[config.mk]
export PLATFORM = sky130hd
export DESIGN_NAME = usr_btn_events
export DESIGN_NICKNAME = d
export VERILOG_FILES = /design/src/rtl/usr_btn_events_pkg.sv /design/src/rtl/btn_sync_debounce.sv /design/src/rtl/usr_btn_events.sv
export SDC_FILE = /design/constraint.sdc
export NUM_CORES = 1
export LEC_CHECK = 0
export ABC_CLOCK_PERIOD_IN_PS = 1650
export CORE_UTILIZATION = 50
export CTS_BUF_LIST = sky130_fd_sc_hd__clkbuf_4
export DETAILED_ROUTE_END_ITERATION = 8
export DONT_BUFFER_PORTS = 1
export PLACE_DENSITY = 0.68
export SYNTH_ARGS = -nofsm -noshare
export SYNTH_HDL_FRONTEND = slang
export SYNTH_SLANG_ARGS = --single-unit
[constraint.sdc]
create_clock -name clk48 -period 1.65 [get_ports clk48]
set_input_delay 0.0825 -clock clk48 [delete_from_list [all_inputs] [get_ports clk48]]
set_output_delay 0.0825 -clock clk48 [all_outputs]
set_load 0.01 [all_outputs]
[src/rtl/usr_btn_events_pkg.sv]
// Shared state type and default timing constants for the user-button event block.
package usr_btn_events_pkg;

  typedef enum logic [1:0] {
    ST_IDLE    = 2'd0,
    ST_PRESSED = 2'd1,
    ST_LONG    = 2'd2
  } btn_state_e;

  // 10 ms debounce and 1 s long-press threshold at 48 MHz
  localparam int unsigned DEBOUNCE_10MS_48M = 32'd480000;
  localparam int unsigned LONG_1S_48M       = 32'd48000000;

endpackage

[src/rtl/btn_sync_debounce.sv]
// Two-flop synchroniser plus counter debouncer for the raw button pad.
// level_o is polarity-normalised: 1 means pressed.
module btn_sync_debounce
  import usr_btn_events_pkg::*;
#(
  parameter bit          ACTIVE_LOW      = 1'b1,
  parameter int unsigned DEBOUNCE_CYCLES = DEBOUNCE_10MS_48M
) (
  input  logic clk48,
  input  logic rst_n,
  input  logic pad_i,
  output logic level_o
);

  localparam int unsigned DB_W         = $clog2(DEBOUNCE_CYCLES + 1);
  localparam logic        RELEASED_PAD = ACTIVE_LOW;

  logic            sync1_q;
  logic            sync2_q;
  logic            pressed;
  logic            level_q;
  logic            level_d;
  logic [DB_W-1:0] cnt_db_q;
  logic [DB_W-1:0] cnt_db_d;

  assign pressed = sync2_q ^ ACTIVE_LOW;

  // Any cycle where the synced level agrees with the accepted level restarts the count.
  always_comb begin
    level_d  = level_q;
    cnt_db_d = '0;
    if (pressed != level_q) begin
      if (cnt_db_q == DB_W'(DEBOUNCE_CYCLES - 1)) begin
        level_d = ~level_q;
      end else begin
        cnt_db_d = cnt_db_q + DB_W'(1);
      end
    end
  end

  always_ff @(posedge clk48 or negedge rst_n) begin
    if (!rst_n) begin
      sync1_q  <= RELEASED_PAD;
      sync2_q  <= RELEASED_PAD;
      level_q  <= 1'b0;
      cnt_db_q <= '0;
    end else begin
      sync1_q  <= pad_i;
      sync2_q  <= sync1_q;
      level_q  <= level_d;
      cnt_db_q <= cnt_db_d;
    end
  end

  assign level_o = level_q;

endmodule

[src/rtl/usr_btn_events.sv]
// User push-button conditioner: debounced level, press/release pulses and
// short/long press classification, all outputs registered.
module usr_btn_events
  import usr_btn_events_pkg::*;
#(
  parameter bit          ACTIVE_LOW      = 1'b1,
  parameter int unsigned DEBOUNCE_CYCLES = DEBOUNCE_10MS_48M,
  parameter int unsigned LONG_CYCLES     = LONG_1S_48M
) (
  input  logic clk48,
  input  logic rst_n,
  input  logic usr_btn,
  output logic btn_level,
  output logic press_pulse,
  output logic release_pulse,
  output logic short_press,
  output logic long_press,
  output logic long_hold
);

  localparam int unsigned HOLD_W = $clog2(LONG_CYCLES + 1);

  logic              level;
  btn_state_e        state_q;
  logic [HOLD_W-1:0] cnt_hold_q;
  logic              press_pulse_q;
  logic              release_pulse_q;
  logic              short_press_q;
  logic              long_press_q;
  logic              long_hold_q;

  btn_sync_debounce #(
    .ACTIVE_LOW      (ACTIVE_LOW),
    .DEBOUNCE_CYCLES (DEBOUNCE_CYCLES)
  ) u_sync_debounce (
    .clk48   (clk48),
    .rst_n   (rst_n),
    .pad_i   (usr_btn),
    .level_o (level)
  );

  // Release is tested before the long threshold so a release landing on the
  // threshold cycle is reported as a short press.
  always_ff @(posedge clk48 or negedge rst_n) begin
    if (!rst_n) begin
      state_q         <= ST_IDLE;
      cnt_hold_q      <= '0;
      press_pulse_q   <= 1'b0;
      release_pulse_q <= 1'b0;
      short_press_q   <= 1'b0;
      long_press_q    <= 1'b0;
      long_hold_q     <= 1'b0;
    end else begin
      press_pulse_q   <= 1'b0;
      release_pulse_q <= 1'b0;
      short_press_q   <= 1'b0;
      long_press_q    <= 1'b0;
      case (state_q)
        ST_IDLE: begin
          if (level) begin
            state_q       <= ST_PRESSED;
            press_pulse_q <= 1'b1;
            cnt_hold_q    <= '0;
          end
        end
        ST_PRESSED: begin
          if (!level) begin
            state_q         <= ST_IDLE;
            release_pulse_q <= 1'b1;
            short_press_q   <= 1'b1;
          end else if (cnt_hold_q == HOLD_W'(LONG_CYCLES - 1)) begin
            state_q      <= ST_LONG;
            long_press_q <= 1'b1;
            long_hold_q  <= 1'b1;
          end else begin
            cnt_hold_q <= cnt_hold_q + HOLD_W'(1);
          end
        end
        ST_LONG: begin
          if (!level) begin
            state_q         <= ST_IDLE;
            release_pulse_q <= 1'b1;
            long_hold_q     <= 1'b0;
          end
        end
        default: begin
          state_q     <= ST_IDLE;
          long_hold_q <= 1'b0;
        end
      endcase
    end
  end

  assign btn_level     = level;
  assign press_pulse   = press_pulse_q;
  assign release_pulse = release_pulse_q;
  assign short_press   = short_press_q;
  assign long_press    = long_press_q;
  assign long_hold     = long_hold_q;

endmodule

=== After elaboration in Yosys (flattened, before gate mapping) ===
Cells that the tools add are included.

* Logic and storage cells: 57
* Bits of input ports: 3
* Register bits: 55
* Output and inout port bits: 6

* Add/sub/neg operators: 2
* Reduce and logical (&&, ||, !) cells: 7
* Equal/unequal tests: 11
* Bitwise gates (word level): 3
* Mux-type cells: 23

{| class="wikitable"
|+ Operators with widths
! kind !! number
|-
| $mux 26 || 3
|-
| $pmux 26 s2 || 1
|-
| $mux 19 || 2
|-
| $add 26x1->26 const B || 1
|-
| $eq 26x26->1 const B || 1
|-
| $add 19x1->19 const B || 1
|-
| $eq 19x19->1 const B || 1
|-
| $mux 1 || 11
|-
| $mux 2 || 4
|-
| $reduce_and 4->1 || 2
|-
| $ne 2x2->1 const B || 3
|-
| $pmux 2 s3 || 1
|-
| $ne 2x1->1 const B || 2
|-
| $ne 3x3->1 const B || 1
|-
| $not 1->1 || 3
|-
| $pmux 1 s3 || 1
|-
| $reduce_and 3->1 || 1
|-
| $eq 2x1->1 const B || 1
|-
| $eq 2x2->1 const B || 1
|-
| $logic_not 2->1 || 1
|-
| $reduce_and 2->1 || 1
|-
| $reduce_bool 2->1 || 1
|-
| $reduce_or 2->1 || 1
|-
| $ne 1x1->1 || 1
|}

=== Depth between registers and ports, before layout ===
* Depth in word-level cells: 4
* Mapped depth: 8
* Gate-level depth less buffers: 7

=== Modules after synthesis ===
From an unflattened synthesis, not the netlist that was laid out.

* Cell total of the unflattened synthesis: 327
* Area, all modules: 3,030.4 µm²

{| class="wikitable"
|+ By module, submodules not included
! module !! times used !! area each (µm²) !! seq. area each (µm²) !! cells an instance
|-
| usr_btn_events || 1 || 1,943.1 || 825.8 || 222
|-
| btn_sync_debounce || 1 || 1,087.3 || 553.0 || 105
|}

=== Worst setup path after synthesis ===
Ideal clock, no wire load.

* Kind: flip-flop to flip-flop
* From: reg state_q[1]
* To: reg cnt_hold_q[20]
* Stages on the path, launching flop included: 8
* Slack: -99 ps
* Buffers on the path: 0
* Setup time: 129 ps
* Arrival: 1,619 ps
* Period minus slack after synthesis: 1,749 ps
* Required time: 1,521 ps
* Path through: dfrtp_1 > inv_1 > ha_1 > nand2_2 > nor3_2 > nand3_1 > o211ai_1 > o31ai_1

* Word-level cells in the longest chain between the ends: 3
* Elaborated cells between the ends (all ways): 8
* Those cells by class: eq/ne (4); mux (1); reduce/logical (3)

{| class="wikitable"
|+ Ends and longest elaborated chain
! element !! line !! text
|-
| start: declaration || usr_btn_events.sv:24 || <nowiki>btn_state_e state_q;</nowiki>
|-
| start signal: assignment || usr_btn_events.sv:46 || <nowiki>state_q <= ST_IDLE;</nowiki>
|-
| start signal: assignment || usr_btn_events.sv:61 || <nowiki>state_q <= ST_PRESSED;</nowiki>
|-
| start signal: assignment || usr_btn_events.sv:68 || <nowiki>state_q <= ST_IDLE;</nowiki>
|-
| $eq 2x1->1 or $logic_not 2->1 (tied branches) || usr_btn_events.sv:58 || <nowiki>case (state_q)</nowiki>
|-
| $ne 2x1->1 (no source line) (tied with other cells) || - ||
|-
| $reduce_and 4->1 (no source line) || - ||
|-
| end signal: assignment || usr_btn_events.sv:76 || <nowiki>cnt_hold_q <= cnt_hold_q + HOLD_W'(1);</nowiki>
|-
| end: declaration || usr_btn_events.sv:25 || <nowiki>logic [HOLD_W-1:0] cnt_hold_q;</nowiki>
|}

Several ways; a longest one is shown, not always the timed one.
A chain may end at the register's enable or synchronous reset.

=== Final worst setup path ===
* From: reg cnt_hold_q[1]
* To: reg cnt_hold_q[0]

* Word-level cells in the longest chain between the ends: 3

{| class="wikitable"
|+ Ends and longest elaborated chain
! element !! line !! text
|-
| $eq 26x26->1 || usr_btn_events.sv:71 || <nowiki>end else if (cnt_hold_q == HOLD_W'(LONG_CYCLES - 1)) begin</nowiki>
|-
| $ne 2x2->1 (no source line) || - ||
|-
| $reduce_and 4->1 (no source line) || - ||
|}

Every way passes these cells.

==> run metrics <==
RSZ-0062 raised after global routing=yes; largest net degree at the start of global routing=56; Top-Level Pins=9; routed via count=2160; status=finished with violations; Max Slew Vio Count=0; Core Area=5200 sq um; Worst Path Arrival=2090 ps; pwr/cell area=635 nW/um^2; final worst-path cycle share=108%; Initial Utilization=52.9%; DR DRC count=0; first-pass detailed-route iteration total=4; Die Span Y=76.2 microns; kind of start point of the critical path=flip-flop; Main synth FF type=dfrtp_1; reg2reg start=cnt_hold_q[1]; # diodes=0; WL per Instance=15.6 microns; PortBufs=0; first-pass GRT wire length=9380 microns; Clock Path Buffers=2; CP Capture Type=flip-flop; synthesized area per cell=10.5 sq um; CTS tree=built; Worst VDD drop=0.467 mV; total power=0.00222 W; CTS HTree Levels=2; total wire length=5960 microns; clock skew=23.9 ps; crit path kind=flip-flop to flip-flop; sum of negative setup slack=-889 ps; Syn-to-layout area delta=27.4%; Max-Cap Viols=0; number of core rows=26; post-DP HPWL=3630 microns; die area=5810 sq um; CTS buffer count=5; share of layout cells above drive strength 1=31.4%; top cells by area, synth=dfrtp_1 (48%), xor2_1 (4.5%), mux2i_1 (4.0%); Hold Fails Final Rpt=0; CP Max Fanout=6; initial antenna violation count=0; Iteration-0 DRC Markers=133; Slew headroom=79.3%; register bit total from synthesis=55; Post-Place Cells=353; final worst slack=-133 ps; # setup viols final=13; Yosys top cell by area=dfrtp_1; Die Wd=76.2 microns; crit path from=cnt_hold_q[1]; post-synth cell types=45; vias per cell=5.65; Max Freq=0.561 GHz; post-synth net total=271; Leak=1.62 nW; clock slew at reported path FFs=180 ps; Non-Filler Instances=382; Slew @ Worst Pin=306 ps; Synth Cell Area=2750 sq um; pre-CTS setup slack=-26.3 ps; Congestion Overflow GR=0; Seq/Total Area, Yosys=50.1%; latest clock arrival within the worst-skew pair=390 ps; Post-Synthesis Cells=262; Routed Antenna Nets=0; GRT Util Overall=20.3%; Worst Hold Class=primary input to asynchronous set/reset pin; WP data required=1960 ps; synth warn=0; failing checks=negative setup slack; gp weighted congestion=0.841; clk sinks=55; area share of the largest cell type after synthesis=48.2%; EDFF count, synth=0; CTS Root Cell=clkbuf_4; asr flop ratio synth=100%; Nets=320; vias in the first global route=2057; min Tclk post-route=1780 ps
report_power, final:
part	internal, W	total [W]	switching (W)
Clock	0.000328	0.000781	0.000453
Sequential	0.00136	0.00136	0.00000552
Combinational	0.0000333	0.0000795	0.0000462
logic make-up after synthesis:
kind of cell	synth area share, %
simple gates	24.2
xor+xnor	6.05
fa+ha+maj	2.73
buf+inv	2.95
compound gates	10.0
flops	50.1
mux	4.00
worst max-delay path, stage by stage (launching register included):
cell      delay [ps]
dfrtp_1          430
ha_4             170
nand4_1          160
nor3_4           340
a31o_4           230
clkbuf_4         180
nand3_1           80
o21ai_0          110
stage by stage:
step           hold slack, ps  instance area, sq um  util, %
2_1_floorplan            -213                  2770        -
6_report                  183                  3510     67.4
4_1_cts                   164                  3290     63.1
3_3_place_gp             -212                  3030     58.2
3_5_place_dp             -212                  3030     58.2
5_1_grt                   186                  3510     67.4
synthesized netlist by cell type (all sizes together), types with 6 or more instances:
library cell	n
ha	6
and3	8
o21ai	7
nand3	21
dfrtp	53
nor2	23
nand2	30
inv	6
o31ai	7
mux2i	11
and4	7
o211ai	7
buf	6
xor2	14
nand4	15
metal layers:
layer / global-route usage, % / up-vias / share of wire (%)
met4: 5.58 / 0 / 1.2
met5: 0 / - / 0
met2: 34.8 / 43 / 51
li1: - / 1045 / -
met3: 4.19 / 9 / 3.1
met1: 26.1 / 1063 / 45
layout by cell type (no fill, tap or decap), types with 7 or more instances in the layout:
cell type / n
nand3_2: 10
o21ai_0: 7
nand2_1: 28
xor2_1: 14
nand3_1: 11
buf_4: 38
dfrtp_1: 51
mux2i_1: 11
o211ai_1: 7
and3_1: 7
nor2_1: 21
nand4_1: 15
area by class of cell:
class / count / area (sq um)
timing repair buffer: 50 / 465
inverter: 6 / 22.5
clock buffer: 5 / 37.5
clock inverter: 3 / 47.5
sequential: 55 / 1380
tap: 70 / 87.6
fill: 405 / 1700
multi-input combinational: 193 / 1460
state kept, by name, summed over array words and instances, names as in the netlist:
signal and flops:
press_pulse 1, u_sync_debounce.level_o 1, state_q 2, u_sync_debounce.cnt_db_q 19, long_hold 1, long_press 1
u_sync_debounce.sync1_q 1, u_sync_debounce.sync2_q 1, short_press 1, release_pulse 1, cnt_hold_q 26
what timing repair did:
item                                    in CTS  in global routing
setup buffers                                8                 10
endpoints found under the setup margin      24                 45
hold buffers                                 3                  0
endpoints found under the hold margin       56                  0
cloned                                       0                  1
resized for setup                           11                 28
pin swaps                                    4                 19
worst paths after layout:
path	slack, ps	cells after the start	end
max	-130	7	cnt_hold_q[0]
min	180	2	short_press
max reg2reg	-130	7	cnt_hold_q[0]
min reg2reg	360	0	u_sync_debounce.sync2_q
max in group asynchronous	1180	2	u_sync_debounce.sync1_q
min in group clk48	230	1	u_sync_debounce.sync1_q
(Power assumes the default switching activity.)
